`config.mk`:
```
export PLATFORM = sky130hd
export DESIGN_NAME = nonce_tx_scheduler_flat
export DESIGN_NICKNAME = d
export VERILOG_FILES = /design/src/rtl/nonce_tx_scheduler_pkg.sv /design/src/rtl/nonce_tx_scheduler_if.sv /design/src/rtl/nonce_tx_scheduler_rr_arbiter.sv /design/src/rtl/nonce_tx_scheduler.sv /design/src/flat_wrapper.sv
export SDC_FILE = /design/constraint.sdc
export NUM_CORES = 1
export LEC_CHECK = 0
export CORE_AREA = 2 2 148 114
export CTS_BUF_LIST = sky130_fd_sc_hd__clkbuf_8
export DETAILED_ROUTE_END_ITERATION = 8
export DIE_AREA = 0 0 150 116
export GPL_TIMING_DRIVEN = 0
export MAX_ROUTING_LAYER = met4
export PLACE_DENSITY = 0.94
export RECOVER_POWER = 50
export SLEW_MARGIN = 5
export SYNTH_ARGS = -nofsm -noshare
export SYNTH_HDL_FRONTEND = slang
export SYNTH_SLANG_ARGS = --single-unit
```
`constraint.sdc`:
```
create_clock -name clk -period 5.2 [get_ports clk]
set_clock_uncertainty 0.2 [all_clocks]
set_input_delay 0.52 -clock clk [delete_from_list [all_inputs] [get_ports clk]]
set_output_delay 0.52 -clock clk [all_outputs]
set_load 0.02 [all_outputs]
```
`src/rtl/nonce_tx_scheduler_pkg.sv`:
```
// Shared constants and FSM encoding for the nonce transmit scheduler.
// Imported by the interface, the arbiter and the top.
package nonce_tx_scheduler_pkg;

    localparam int unsigned NONCE_W         = 32;
    localparam int unsigned BYTE_W          = 8;
    localparam int unsigned BYTES_PER_NONCE = NONCE_W / BYTE_W;
    localparam int unsigned TIMEOUT_DEFAULT = 65535;

    typedef enum logic [1:0] {
        S_IDLE,
        S_SEND,
        S_GUARD,
        S_WAITB
    } state_e;

    function automatic logic [BYTE_W-1:0] msb_byte(input logic [NONCE_W-1:0] v);
        return v[NONCE_W-1 -: BYTE_W];
    endfunction

endpackage

```
`src/rtl/nonce_tx_scheduler_if.sv`:
```
// Byte-wide start/busy handshake between the scheduler (master) and the UART transmitter.
interface nonce_tx_scheduler_if;
    import nonce_tx_scheduler_pkg::*;

    logic [BYTE_W-1:0] tx_data;
    logic              tx_start;
    logic              tx_busy;

    modport master (
        output tx_data,
        output tx_start,
        input  tx_busy
    );

    modport slave (
        input  tx_data,
        input  tx_start,
        output tx_busy
    );

endinterface

```
`src/rtl/nonce_tx_scheduler_rr_arbiter.sv`:
```
// Combinational round-robin arbiter: search starts one past last_grant and wraps.
module nonce_tx_scheduler_rr_arbiter #(
    parameter int unsigned NUM_SRC = 4,
    parameter int unsigned SRC_W   = $clog2(NUM_SRC)
) (
    input  logic [NUM_SRC-1:0] req,
    input  logic [SRC_W-1:0]   last_grant,
    output logic [NUM_SRC-1:0] grant_onehot,
    output logic [SRC_W-1:0]   grant_idx,
    output logic               any_req
);

    always_comb begin
        int unsigned      cand;
        logic [SRC_W-1:0] idx;
        grant_onehot = '0;
        grant_idx    = '0;
        any_req      = 1'b0;
        cand         = 0;
        idx          = '0;
        for (int unsigned off = 1; off <= NUM_SRC; off++) begin
            cand = (32'(last_grant) + off) % NUM_SRC;
            idx  = SRC_W'(cand);
            if (!any_req && req[idx]) begin
                any_req           = 1'b1;
                grant_idx         = idx;
                grant_onehot[idx] = 1'b1;
            end
        end
    end

endmodule

```
`src/rtl/nonce_tx_scheduler.sv`:
```
// Collects nonces from NUM_SRC sources into single-entry holding registers and sends
// each one MSB first over a byte-wide start/busy transmitter, with a busy watchdog.
module nonce_tx_scheduler
    import nonce_tx_scheduler_pkg::*;
#(
    parameter int unsigned NUM_SRC = 4,
    parameter int unsigned SRC_W   = $clog2(NUM_SRC),
    parameter int unsigned TIMEOUT = TIMEOUT_DEFAULT
) (
    input  logic                       clk,
    input  logic                       reset,
    input  logic [NONCE_W*NUM_SRC-1:0] nonce_in,
    input  logic [NUM_SRC-1:0]         nonce_valid,
    nonce_tx_scheduler_if.master       tx,
    output logic [SRC_W-1:0]           grant_src,
    output logic                       frame_active,
    output logic [NUM_SRC-1:0]         overflow,
    output logic                       timeout_err
);

    localparam int unsigned CNT_W = $clog2(BYTES_PER_NONCE);
    localparam int unsigned WD_W  = $clog2(TIMEOUT + 1);
    localparam logic [CNT_W-1:0] LAST_BYTE = CNT_W'(BYTES_PER_NONCE - 1);
    localparam logic [WD_W-1:0]  WD_LAST   = WD_W'(TIMEOUT - 1);

    state_e                state_q, state_d;
    logic [NONCE_W-1:0]    hold_q [NUM_SRC];
    logic [NONCE_W-1:0]    hold_d [NUM_SRC];
    logic [NUM_SRC-1:0]    pending_q, pending_d;
    logic [NUM_SRC-1:0]    overflow_q, overflow_d;
    logic [NONCE_W-1:0]    shift_q, shift_d;
    logic [SRC_W-1:0]      grant_q, grant_d;
    logic [SRC_W-1:0]      last_grant_q, last_grant_d;
    logic [CNT_W-1:0]      byte_cnt_q, byte_cnt_d;
    logic [WD_W-1:0]       wd_q, wd_d;
    logic                  frame_active_q, frame_active_d;
    logic                  timeout_err_q, timeout_err_d;
    logic                  tx_start_q, tx_start_d;
    logic [BYTE_W-1:0]     tx_data_q, tx_data_d;

    logic [NUM_SRC-1:0]    win_onehot;
    logic [SRC_W-1:0]      win_idx;
    logic                  any_pending;
    logic [NUM_SRC-1:0]    grant_clear;

    // Arbitration sees only registered pending flags, so a fresh capture waits a cycle.
    nonce_tx_scheduler_rr_arbiter #(
        .NUM_SRC (NUM_SRC),
        .SRC_W   (SRC_W)
    ) u_rr_arbiter (
        .req          (pending_q),
        .last_grant   (last_grant_q),
        .grant_onehot (win_onehot),
        .grant_idx    (win_idx),
        .any_req      (any_pending)
    );

    assign grant_clear = (state_q == S_IDLE) ? win_onehot : '0;

    always_comb begin
        hold_d     = hold_q;
        pending_d  = pending_q;
        overflow_d = overflow_q;
        for (int i = 0; i < int'(NUM_SRC); i++) begin
            if (grant_clear[i]) begin
                pending_d[i] = 1'b0;
            end
            if (nonce_valid[i]) begin
                hold_d[i]    = nonce_in[i*NONCE_W +: NONCE_W];
                pending_d[i] = 1'b1;
                if (pending_q[i] && !grant_clear[i]) begin
                    overflow_d[i] = 1'b1;
                end
            end
        end
    end

    always_comb begin
        state_d        = state_q;
        shift_d        = shift_q;
        grant_d        = grant_q;
        last_grant_d   = last_grant_q;
        byte_cnt_d     = byte_cnt_q;
        wd_d           = wd_q;
        frame_active_d = frame_active_q;
        timeout_err_d  = timeout_err_q;
        tx_start_d     = 1'b0;
        tx_data_d      = tx_data_q;
        unique case (state_q)
            S_IDLE: begin
                if (any_pending) begin
                    shift_d        = hold_q[win_idx];
                    grant_d        = win_idx;
                    byte_cnt_d     = '0;
                    frame_active_d = 1'b1;
                    state_d        = S_SEND;
                end
            end
            S_SEND: begin
                if (!tx.tx_busy) begin
                    tx_start_d = 1'b1;
                    tx_data_d  = msb_byte(shift_q);
                    state_d    = S_GUARD;
                end
            end
            S_GUARD: begin
                // Transmitter raises busy a cycle after the strobe; do not sample it here.
                wd_d    = '0;
                state_d = S_WAITB;
            end
            S_WAITB: begin
                if (!tx.tx_busy) begin
                    if (byte_cnt_q == LAST_BYTE) begin
                        last_grant_d   = grant_q;
                        frame_active_d = 1'b0;
                        state_d        = S_IDLE;
                    end else begin
                        shift_d    = {shift_q[NONCE_W-BYTE_W-1:0], {BYTE_W{1'b0}}};
                        byte_cnt_d = byte_cnt_q + 1'b1;
                        state_d    = S_SEND;
                    end
                end else if (wd_q == WD_LAST) begin
                    timeout_err_d  = 1'b1;
                    frame_active_d = 1'b0;
                    last_grant_d   = grant_q;
                    state_d        = S_IDLE;
                end else begin
                    wd_d = wd_q + 1'b1;
                end
            end
            default: state_d = S_IDLE;
        endcase
    end

    always_ff @(posedge clk) begin
        if (reset) begin
            state_q        <= S_IDLE;
            for (int i = 0; i < int'(NUM_SRC); i++) begin
                hold_q[i] <= '0;
            end
            pending_q      <= '0;
            overflow_q     <= '0;
            shift_q        <= '0;
            grant_q        <= '0;
            last_grant_q   <= SRC_W'(NUM_SRC - 1);
            byte_cnt_q     <= '0;
            wd_q           <= '0;
            frame_active_q <= 1'b0;
            timeout_err_q  <= 1'b0;
            tx_start_q     <= 1'b0;
            tx_data_q      <= '0;
        end else begin
            state_q        <= state_d;
            hold_q         <= hold_d;
            pending_q      <= pending_d;
            overflow_q     <= overflow_d;
            shift_q        <= shift_d;
            grant_q        <= grant_d;
            last_grant_q   <= last_grant_d;
            byte_cnt_q     <= byte_cnt_d;
            wd_q           <= wd_d;
            frame_active_q <= frame_active_d;
            timeout_err_q  <= timeout_err_d;
            tx_start_q     <= tx_start_d;
            tx_data_q      <= tx_data_d;
        end
    end

    assign tx.tx_start   = tx_start_q;
    assign tx.tx_data    = tx_data_q;
    assign grant_src     = grant_q;
    assign frame_active  = frame_active_q;
    assign overflow      = overflow_q;
    assign timeout_err   = timeout_err_q;

endmodule
```
`src/flat_wrapper.sv`:
```
// flat-port wrapper written by rule: the top's interface ports become plain ports
module nonce_tx_scheduler_flat import nonce_tx_scheduler_pkg::*;
#(
    parameter int unsigned NUM_SRC = 4,
    parameter int unsigned SRC_W   = $clog2(NUM_SRC),
    parameter int unsigned TIMEOUT = TIMEOUT_DEFAULT
)
  (clk, reset, nonce_in, nonce_valid, grant_src, frame_active, overflow, timeout_err, tx_tx_data, tx_tx_start, tx_tx_busy);
  nonce_tx_scheduler_if tx_i ();
  input  logic clk;
  input  logic reset;
  input  logic [NONCE_W*NUM_SRC-1:0] nonce_in;
  input  logic [NUM_SRC-1:0] nonce_valid;
  output logic [SRC_W-1:0] grant_src;
  output logic frame_active;
  output logic [NUM_SRC-1:0] overflow;
  output logic timeout_err;
  output wire logic [$bits(tx_i.tx_data)-1:0] tx_tx_data;
  output wire logic [$bits(tx_i.tx_start)-1:0] tx_tx_start;
  input wire logic [$bits(tx_i.tx_busy)-1:0] tx_tx_busy;
  assign tx_tx_data = tx_i.tx_data;
  assign tx_tx_start = tx_i.tx_start;
  assign tx_i.tx_busy = tx_tx_busy;
  nonce_tx_scheduler #(.NUM_SRC(NUM_SRC), .SRC_W(SRC_W), .TIMEOUT(TIMEOUT)) u_core (.clk(clk), .reset(reset), .nonce_in(nonce_in), .nonce_valid(nonce_valid), .tx(tx_i), .grant_src(grant_src), .frame_active(frame_active), .overflow(overflow), .timeout_err(timeout_err));
endmodule
```
# Word-level counts from Yosys, hierarchy flattened
# Cells that the tools add are included.
dict set report classes {
  addsub 6
  magnitude_cmp 9
  n_eq_ne 14
  n_mux 66
  bitwise_logic 6
  reduce_logical 39
}
# operator count
set op_table {}
lappend op_table {{$mux W32} 5}
lappend op_table {{$bmux W32 S2} 1}
lappend op_table {{$pmux W32 S2} 1}
lappend op_table {{$mux W16} 2}
lappend op_table {{$pmux W16 S2} 1}
lappend op_table {{$mux W2} 14}
lappend op_table {{$mux W1} 26}
lappend op_table {{$mux W4} 5}
lappend op_table {{$add A16 B1 Y16 const B} 1}
lappend op_table {{$eq A16 B16 Y1 const B} 1}
lappend op_table {{$reduce_bool A2 Y1} 7}
lappend op_table {{$lt A2 B3 Y1 const B} 4}
lappend op_table {{$or A4 B4 Y4} 3}
lappend op_table {{$reduce_and A2 Y1} 6}
lappend op_table {{$reduce_and A3 Y1} 4}
lappend op_table {{$logic_and A1 B1 Y1} 11}
lappend op_table {{$ne A2 B2 Y1 const B} 5}
lappend op_table {{$bmux W1 S2} 4}
lappend op_table {{$demux W1 S2} 4}
lappend op_table {{$ge A2 B1 Y1 const B} 4}
lappend op_table {{$pmux W2 S4} 1}
lappend op_table {{$reduce_and A4 Y1} 2}
lappend op_table {{$logic_not A1 Y1} 7}
lappend op_table {{$add A2 B1 Y2 const B} 3}
lappend op_table {{12 further kinds} 18}
dict set report totals {
  register_bits 203
  in_bits 135
  out_inout_bits 17
  wordCells 162
}

# Depth between registers and ports, before layout
dict set report logic_depth {
  word_depth 19
  mapped_depth 12
  depth_no_buf 8
}

# Cells and area by module
# A second synthesis with hierarchy kept.
dict set report unflattened {
  hier_cells 930
  area_unflattened_um2 9161.3
}
# mod instances cells_per_inst area_each_um2 seq_area_each_um2
set by_module_without_submodules {}
lappend by_module_without_submodules {nonce_tx_scheduler 1 844 8531.9 4063.9}
lappend by_module_without_submodules {nonce_tx_scheduler_rr_arbiter 1 86 629.4 0.0}

# Worst setup path after synthesis
# No wires, ideal clock.
dict set report synth_timing {
  path_type {register to register}
  startpoint {register u_core.last_grant_q[1]}
  endpoint {register u_core.shift_q[20]}
  setup_time_ps 133
  arrival_time_ps 2558
  required_ps 4867
  setup_slack_ps 2308
  path_stages_with_launch 13
  n_path_buf 4
  synth_period_minus_slack_ps 2892
  cell_sequence {dfxtp_1 -> buf_2 -> inv_2 -> ha_1 -> clkbuf_2 -> mux4_2 -> inv_2 -> o211ai_2 -> o21ai_1 -> buf_4 -> buf_2 -> mux2i_1 -> o221ai_2}
}
dict set report synth_via {
  elab_chain_len 19
  elab_cells_between_ends 34
  classes_between {add/sub (4); eq/ne (1); mux (21); bitwise (1); reduce/logical (7)}
}
# item line
set synth_lines {}
lappend synth_lines {{from (decl)} nonce_tx_scheduler.sv:33} ;# logic [SRC_W-1:0] last_grant_q, last_grant_d;
lappend synth_lines {{from (signal assigned)} nonce_tx_scheduler.sv:145} ;# last_grant_q <= SRC_W'(NUM_SRC - 1);
lappend synth_lines {{from (signal assigned)} nonce_tx_scheduler.sv:159} ;# last_grant_q <= last_grant_d;
lappend synth_lines {{$add A2 B1 Y2} nonce_tx_scheduler_rr_arbiter.sv:22} ;# cand = (32'(last_grant) + off) % NUM_SRC;
lappend synth_lines {{$bmux W1 S2} nonce_tx_scheduler_rr_arbiter.sv:24} ;# if (!any_req && req[idx]) begin
lappend synth_lines {{$mux W1 (implied by the code)} nonce_tx_scheduler_rr_arbiter.sv:24}
lappend synth_lines {{$mux W1} nonce_tx_scheduler_rr_arbiter.sv:24}
lappend synth_lines {{$logic_not A1 Y1} nonce_tx_scheduler_rr_arbiter.sv:24}
lappend synth_lines {{$logic_and A1 B1 Y1} nonce_tx_scheduler_rr_arbiter.sv:24}
lappend synth_lines {{$mux W1} nonce_tx_scheduler_rr_arbiter.sv:24}
lappend synth_lines {{$logic_not A1 Y1} nonce_tx_scheduler_rr_arbiter.sv:24}
lappend synth_lines {{[2 not listed]} -}
lappend synth_lines {{$logic_not A1 Y1} nonce_tx_scheduler_rr_arbiter.sv:24}
lappend synth_lines {{$logic_and A1 B1 Y1} nonce_tx_scheduler_rr_arbiter.sv:24}
lappend synth_lines {{$mux W2} nonce_tx_scheduler_rr_arbiter.sv:24}
lappend synth_lines {{$not A2 Y3 (implied by the code)} nonce_tx_scheduler.sv:92} ;# shift_d = hold_q[win_idx];
lappend synth_lines {{$bmux W32 S2} nonce_tx_scheduler.sv:92}
lappend synth_lines {{$mux W32 (implied by the code) (2 in a row)} nonce_tx_scheduler.sv:92}
lappend synth_lines {{$mux W32} nonce_tx_scheduler.sv:91} ;# if (any_pending) begin
lappend synth_lines {{$pmux W32 S2} nonce_tx_scheduler.sv:89} ;# unique case (state_q)
lappend synth_lines {{to (signal assigned)} nonce_tx_scheduler.sv:157} ;# shift_q <= shift_d;
lappend synth_lines {{to (decl)} nonce_tx_scheduler.sv:31} ;# logic [NONCE_W-1:0] shift_q, shift_d;
# Several ways; a longest one is shown, not always the timed one. The select of a mux whose other input is x is not followed.
# A chain may end at the register's enable or synchronous reset.

# Worst setup path after layout
dict set report layout_timing {
  startpoint {register u_core.last_grant_q[1]}
  endpoint {register u_core.shift_q[21]}
}
# The elaborated chain is that of the path after synthesis.

==> flow_summary_export.csv <==
group,metric,value,unit
sta,setup_viol,0,
sta,slew_headroom,0.392,
floorplan,core,15800,um2
worst_setup_path,worstSetupStartpoint,"u_core.last_grant_q[1]",
worst_setup_path,critPathMaxFanout,10,
routing,post_drt_wl_per_cell,19.0,um
power,p_int,2.75,mW
sta,setup-tns-final,0,ps
routing,final_antenna_net_count,0,
flow_run,maxCapViolations,0,
worst_setup_path,critPathRequiredTime,5420,ps
routing,drtPass1Iterations,6,
power,power_density,347,nW/um2
power,ir_drop,215,uV
clock_network,numClockSinks,203,
sta,rsz0062_at_grt,"no",
placement,dpl.hpwl,19200,um
cells_and_area,layout_commonest_cell,"nor2_1",
synthesis,synth_edf_count,0,
floorplan,start_util,0.597,
global_routing,first_global_vias,8320,
cells_and_area,nets,1345,
worst_setup_path,crit_type,"flip-flop to flip-flop",
sta,fmax,275,MHz
worst_hold_path,hold_path_startpoint,"nonce_valid[1]",
placement,place.gp.congestion,0.920,
cells_and_area,synthToLayoutAreaGrowth,24.1,%
routing,dr_total_vias,8481,
worst_hold_path,min_path_type,"input pin to flip-flop",
power,p_switching,1.32,mW
global_routing,grt_pass1_wl,42400,um
global_routing,antenna_found_initial,0,
clock_network,insertion_delay,570,ps
synthesis,async_flop_share,0,
routing,viasPerCell,5.97,
cells_and_area,drive_above_1_share,0.0744,
power,combPwrFrac,0.252,
worst_setup_path,critPathLaunchType,"flip-flop",
routing,drc,0,
worst_setup_path,r2r-start,"u_core.last_grant_q[1]",
sta,finalWorstSetupSlack,1560,ps
sta,finalCritPeriodShare,0.700,
floorplan,die_y,116,um
sta,tightest_slew,912,ps
sta,fin_crit,3640,ps
global_routing,grt_max_degree,16,
clock_network,cts-hold-fix-buffers,0,
cells_and_area,antenna_cells,0,
floorplan,die-area,17400,um2
outcome,status,"completed",
clock_network,cts-resized-gates,0,
placement,port_buffers,146,
power,swShare,0.324,
synthesis,avgSynthCellArea,9.29,um2
sta,slew_viol_final,0,
synthesis,synthCells,1017,
synthesis,synth_cell_types,51,
clock_network,clkTransAtPathRegs,60,ps
clock_network,cts_root_buf,"clkbuf_8",
synthesis,yosys_warnings,0,
power,p_leak,4.75,nW
floorplan,boundaryPins,152,
global_routing,grt-ovfl-total,0,
floorplan,row_count,40,
clock_network,cts_made_buffers,30,
placement,place_ws,1700,ps
cells_and_area,layout_common_cells,"nor2_1 (207), dfxtp_1 (203), mux2i_1 (195)",
synthesis,ys.flop_type,"dfxtp_1",
clock_network,htreeDepth,1,
global_routing,track_usage,0.318,
synthesis,synth-seq-area-share,0.430,
clock_network,clockBufferDepth,3,
clock_network,cts_setup_buffers,0,
synthesis,syn_nets,1167,
power,p_seq_frac,0.447,
routing,wl,26900,um
worst_setup_path,crit_arrival,3860,ps
floorplan,die_width,150,um
worst_setup_path,cp-end-kind,"flip-flop",
sta,finalHoldViolations,0,
power,clkPwrFrac,0.301,
clock_network,cts_tree,"built",
synthesis,netlist_area,9450,um2
synthesis,synth-seq-cells,203,
routing,drtIter0Drc,898,
-- per-layer routing --
metal | wire length (um) | GRT usage
met1 | 11300 | 0.402
met3 | 2450 | 0.0618
met2 | 12000 | 0.506
met4 | 1150 | 0.121
met5 | 0 | -
-- per-stage QoR --
stage	hold slack, ps	total power, mW	cells	util	cell area, um2
floorplan	232	2.48	1017	-	9450
global placement	243	2.79	1373	0.706	11200
detailed placement	251	2.83	1373	0.706	11200
CTS	240	4.04	1420	0.741	11700
global route	267	4.22	1420	0.741	11700
finish	248	4.07	1420	0.741	11700
-- layout make-up --
type                    count  area, um2
fillers                  1061       4090
well taps                 210        263
inverters                  10       37.5
flip-flops and latches    203       4060
plain buffers              78        348
multi-input cells         726       5000
clock inverters            10       43.8
clock buffers              37        509
repair buffers            146       1460
-- critical path, cell delays in order (launching register included) --
cell and delay [ps]:
dfxtp_1 460, buf_2 260, inv_2 100, ha_1 280, clkbuf_2 220, mux4_2 420, inv_2 120, o211ai_2 100
o21ai_1 100, buf_4 230, buf_2 380, mux2i_1 430, o221ai_1 180
-- kinds of logic after synthesis --
| logic type | after synthesis | synth area share |
|---|---|---|
| multiplexers | 199 | 0.215 |
| buffers and inverters | 88 | 0.0408 |
| adder cells (fa/ha/maj) | 15 | 0.0199 |
| XOR/XNOR | 13 | 0.0120 |
| AO/OA/AOI/OAI | 142 | 0.123 |
| AND/OR/NAND/NOR | 357 | 0.159 |
| flip-flops | 203 | 0.430 |
-- state kept, by name (all words and copies together) (netlist names) --
register and count:
u_core.hold_q 128, u_core.tx.tx_start 1, u_core.wd_q 16, u_core.timeout_err 1, u_core.shift_q 32, u_core.tx.tx_data 8, u_core.state_q 2, u_core.frame_active 1
u_core.overflow 4, u_core.byte_cnt_q 2, u_core.grant_src 2, u_core.pending_q 4, u_core.last_grant_q 2
-- worst paths after layout --
kind / depth (start not counted) / endpoint / slack, ps
max: 12 / u_core.shift_q[21] / 1560
min: 3 / u_core.hold_q[86] / 250
max reg2reg: 12 / u_core.shift_q[21] / 1560
min reg2reg: 2 / u_core.tx.tx_data[2] / 260
-- power groups by stage --
| stage | Combinational (mW) | Clock (mW) | Sequential (mW) |
|---|---|---|---|
| 3_5_place_dp | 0.989 | 0 | 1.84 |
| 3_3_place_gp | 0.962 | 0 | 1.83 |
| 2_1_floorplan | 0.664 | 0 | 1.82 |
| 6_report | 1.03 | 1.23 | 1.82 |
| 5_1_grt | 1.10 | 1.29 | 1.83 |
| 4_1_cts | 1.00 | 1.23 | 1.81 |
-- Yosys cell counts, types with 3 or more instances --
cell | count | area share
o21ai_0 | 10 | 0.0053
buf_6 | 3 | 0.0036
mux2i_1 | 195 | 0.21
clkbuf_1 | 50 | 0.020
nand2b_1 | 10 | 0.0066
o21ai_1 | 3 | 0.0016
nand3_1 | 32 | 0.017
mux4_2 | 3 | 0.0071
nor2_1 | 207 | 0.082
a21oi_1 | 26 | 0.014
o221ai_2 | 20 | 0.032
o221ai_1 | 31 | 0.029
xnor2_1 | 6 | 0.0056
buf_2 | 15 | 0.0079
a21o_1 | 26 | 0.021
a31oi_1 | 4 | 0.0026
nor3_1 | 8 | 0.0042
a21boi_0 | 3 | 0.0024
a211oi_1 | 3 | 0.0024
ha_1 | 15 | 0.020
nand2_1 | 73 | 0.029
xor2_1 | 7 | 0.0065
buf_1 | 5 | 0.0020
buf_4 | 3 | 0.0024
nand4_1 | 8 | 0.0053
inv_1 | 8 | 0.0032
a41oi_1 | 4 | 0.0037
dfxtp_1 | 203 | 0.43
and3b_1 | 3 | 0.0028
or3_1 | 5 | 0.0033
(Power assumes the default switching activity.)
==> edit 1 (config.mk and constraints unchanged) <==
The package constant `NONCE_W` goes from 32 to 64.
--- a/src/rtl/nonce_tx_scheduler_pkg.sv
+++ b/src/rtl/nonce_tx_scheduler_pkg.sv
@@ -2,7 +2,7 @@
 // Imported by the interface, the arbiter and the top.
 package nonce_tx_scheduler_pkg;
 
-    localparam int unsigned NONCE_W         = 32;
+    localparam int unsigned NONCE_W         = 64;
     localparam int unsigned BYTE_W          = 8;
     localparam int unsigned BYTES_PER_NONCE = NONCE_W / BYTE_W;
     localparam int unsigned TIMEOUT_DEFAULT = 65535;
Ports: changed (resized nonce_in); port bits go from 152 to 280. The function was not compared with the original's and may differ.
==> edit 1 against the original RTL <==
The flow now stops in 3_1_place_gp_skip_io; synthesized cell count increased by 87%; area after synthesis grew 88%.
==> edit 1: results (changes against the original RTL) <==
Run Error: [ERROR GPL-0301] Utilization 124.536 % exceeds 100%.
Unique cell type count in the Yosys netlist: 56 (+9.8%)
Synth warn: 0 (unchanged)
Exit stage: 3_1_place_gp_skip_io
Sequential-to-total area share from yosys stat: 41.0% (-2.0 points)
Syn_nets: 2185 (+87%)
Synthesized area per cell: 9.32 µm² (+0.30%)
Post-synthesis register bit count: 364 (+79%)
Area contributors post-synth: dfxtp_1 (41%), mux2i_1 (19%), nor2_1 (6.1%)
Status: stopped before the end
Asr flop ratio synth: 0% (unchanged)
Top cells by count, synth: dfxtp_1 (364), mux2i_1 (334), nor2_1 (290)
edit 1: cell count changes after synthesis, moves of 54 or more:
cell	before	now
dfxtp_1	203	364
mux2i_1	195	334
a21oi_1	26	140
o221ai_1	31	118
nor2_1	207	290
clkbuf_1	50	121
a22o_1	0	57
and3_1	1	56
and3b_1	3	57
edit 1: cells by family after synthesis:
| family | share of synthesized area [%] |
|---|---|
| compound gates | 18.4 |
| xor+xnor | 0.493 |
| flops | 41.0 |
| buf+inv | 4.88 |
| mux | 19.4 |
| fa+ha+maj | 1.13 |
| simple gates | 14.7 |
==> edit 2 (same flow settings) <==
Made on the original files. Reset style: asynchronous (`reset`), changed in one clocked block.
--- a/src/rtl/nonce_tx_scheduler.sv
+++ b/src/rtl/nonce_tx_scheduler.sv
@@ -132,7 +132,7 @@
         endcase
     end
 
-    always_ff @(posedge clk) begin
+    always_ff @(posedge clk or posedge reset) begin
         if (reset) begin
             state_q        <= S_IDLE;
             for (int i = 0; i < int'(NUM_SRC); i++) begin
Behaviour: differs if reset is asserted again (counterexample within 4 cycles, from zero or initial values and one cycle with reset high); with reset held inactive, the same outputs for 4 cycles.
==> edit 2 against the original RTL <==
The run now ends with capacitance limit, slew limit left; hold slack lost 4.6 ps; design area is 7.2% higher; sequential cell count stayed put; area after synthesis grew 6.2%; worst setup slack worse by 710 ps; wire length grew 3.7%; via count decreased by 2.0%.
Power is not compared: it rests on default switching activity, and its combinational part moved more than twofold at a synthesized area within 25%.
==> edit 2: results (changes against the original RTL) <==
Synth warn: 0 (unchanged)
Vias/cell: 6.52 (+9.2%)
Worst skew pair latency: 570 ps (about the same)
CP Data Arrival Time: 4650 ps (+790 ps)
Reg clk slew, reported paths: 70 ps
Sequential-to-total area share from yosys stat: 50.7% (+7.7 points)
Mux share of post-synthesis cell area: 18.7% (-2.8 points)
Top cells by count, synth: dfrtp_1 (201), mux2_2 (150), nand2_1 (70)
Status: finished with violations
Worst-case reg-to-reg path depth: 13 (+1)
Post-DP HPWL: 19500 µm (+1.2%)
CTS H-tree lvls: 1 (unchanged)
Fillers: 928 (-13%)
1st-iter DRT viols: 1032 (+15%)
GR Util All Layers: 33.7% (+1.9 points)
First-pass GRT wire length: 43700 µm (+3.1%)
Unique cell type count in the Yosys netlist: 62 (+22%)
Hold Worst Slack: 243 ps (-4.62 ps)
DR DRC count: 0 (unchanged)
Worst r2r src: u_core.last_grant_q[0]$_DFFE_PP1P_
Adder-Cell Fraction of Synth Area: 1.87% (-0.12 points)
Drt pass-1 iters: 5 (-1)
Relative slew slack: -16.3% (-56 points)
Leakage dissipation: 5.39 nW
CP max-delay cell: dfstp_2
Post-synthesis compound-gate area fraction: 16.6% (+4.3 points)
Antenna cells: 0 (unchanged)
Top-count cell post-synth: dfrtp_1
Vias in the first global route: 8285 (-0.42%)
Failing checks: capacitance limit, slew limit
Share of layout cells above drive strength 1: 24.3% (+17 points)
Worst reg2reg endpoint: u_core.shift_q[13]$_DFFE_PP0P_
Max rail drop VDD: 0.248 mV
Area contributors post-synth: dfrtp_1 (50%), mux2_2 (17%), nand2_1 (2.6%)
Setup slack, reg-to-reg: 860 ps (-710 ps)
Initial antenna violation count: 0 (unchanged)
I/O Buffers: 147 (+0.68%)
Hold Path Stages: 2 (-1)
Maximum fanout along the worst path: 13 (+3)
DRT Wirelength: 27900 µm (+3.7%)
Slew Limit Fails: 28 (+28)
Setup Fix Bufs, Post-CTS: 0 (unchanged)
Hold Crit Endpoint: u_core.hold_q[127]$_DFFE_PP0P_
Syn_nets: 1007 (-14%)
CP max stage delay: 600 ps (+140 ps)
Max_cap viols: 1 (+1)
Hold Startpoint: nonce_valid[0]
Largest regs: u_core.hold_q x128, u_core.shift_q x32, u_core.wd_q x16
Asr flop ratio synth: 100% (+100 points)
Largest net degree at the start of global routing: 43 (+27)
Synth Area in XOR/XNOR: 0.786% (-0.42 points)
Routability Congestion: 0.943 (+2.5%)
Net count of the finished layout: 1191 (-11%)
Top delay family on crit path: buffers and inverters
==> edit 2: cell count changes in the layout (fill, tap and decap cells not counted), moves of 15 or more <==
cell | before | now
mux2_2 | 1 | 149
nor2_1 | 207 | 25
o22ai_1 | 1 | 32
clkbuf_1 | 50 | 35
a31oi_1 | 4 | 27
o221ai_1 | 31 | 0
dfxtp_1 | 203 | 0
o221ai_2 | 20 | 0
o21ai_0 | 10 | 37
dfrtp_1 | 0 | 201
a21o_1 | 26 | 7
a211o_1 | 0 | 25
a22o_1 | 0 | 23
mux2i_1 | 195 | 10
==> edit 2: per-stage QoR <==
stage | setup WS [ps] | instance area [µm²] | power (W) | cells
2_1_floorplan | 1740 | 10000 | 0.00359 | 857
3_3_place_gp | 389 | 11800 | 0.00417 | 1214
3_5_place_dp | 1080 | 11900 | 0.00429 | 1219
4_1_cts | 1010 | 12600 | 0.00584 | 1274
5_1_grt | 714 | 12600 | 0.00615 | 1274
6_report | 856 | 12600 | 0.00590 | 1274
==> edit 2: cells by family after synthesis <==
family,Yosys count
mux,164
flops,203
simple gates,153
buf+inv,80
compound gates,233
xor+xnor,9
fa+ha+maj,15
==> edit 2: how the worst max path moves through the flow <==
| stage | from | endpoint | cells after the start |
|---|---|---|---|
| 6_report | u_core.last_grant_q[0]$_DFFE_PP1P_ | u_core.shift_q[13]$_DFFE_PP0P_ | 13 |
| 5_1_grt | u_core.last_grant_q[0]$_DFFE_PP1P_ | u_core.shift_q[20]$_DFFE_PP0P_ | 12 |
| 4_1_cts | u_core.last_grant_q[0]$_DFFE_PP1P_ | u_core.shift_q[13]$_DFFE_PP0P_ | 13 |
| 3_5_place_dp | u_core.last_grant_q[0]$_DFFE_PP1P_ | u_core.shift_q[20]$_DFFE_PP0P_ | 13 |
| 3_3_place_gp | reset | u_core.hold_q[17]$_DFFE_PP0P_ | 2 |
| 2_1_floorplan | u_core.last_grant_q[0]$_DFFE_PP1P_ | u_core.shift_q[10]$_DFFE_PP0P_ | 13 |
==> edit 2: area by class of cell <==
| class | count | area share, % |
|---|---|---|
| buffer | 68 | 2.92 |
| multi-input combinational | 574 | 36.1 |
| clock inverter | 15 | 1.32 |
| tap | 210 | 2.09 |
| inverter | 12 | 0.368 |
| sequential | 203 | 40.4 |
| clock buffer | 40 | 4.38 |
| timing repair buffer | 152 | 12.4 |
==> edit 2: report_power, final <==
group,switching [W],leakage [nW],internal [W]
logic,0.00127,2.56,0.00100
registers,0.000244,2.44,0.00186
clock network,0.000632,0.397,0.000884
==> edit 2: routing by layer <==
| layer | wire (µm) | track usage (%) |
|---|---|---|
| met1 | 10800 | 44.4 |
| met2 | 12600 | 51.1 |
| met3 | 3120 | 7.01 |
| met4 | 1350 | 14.8 |
| met5 | 0 | - |
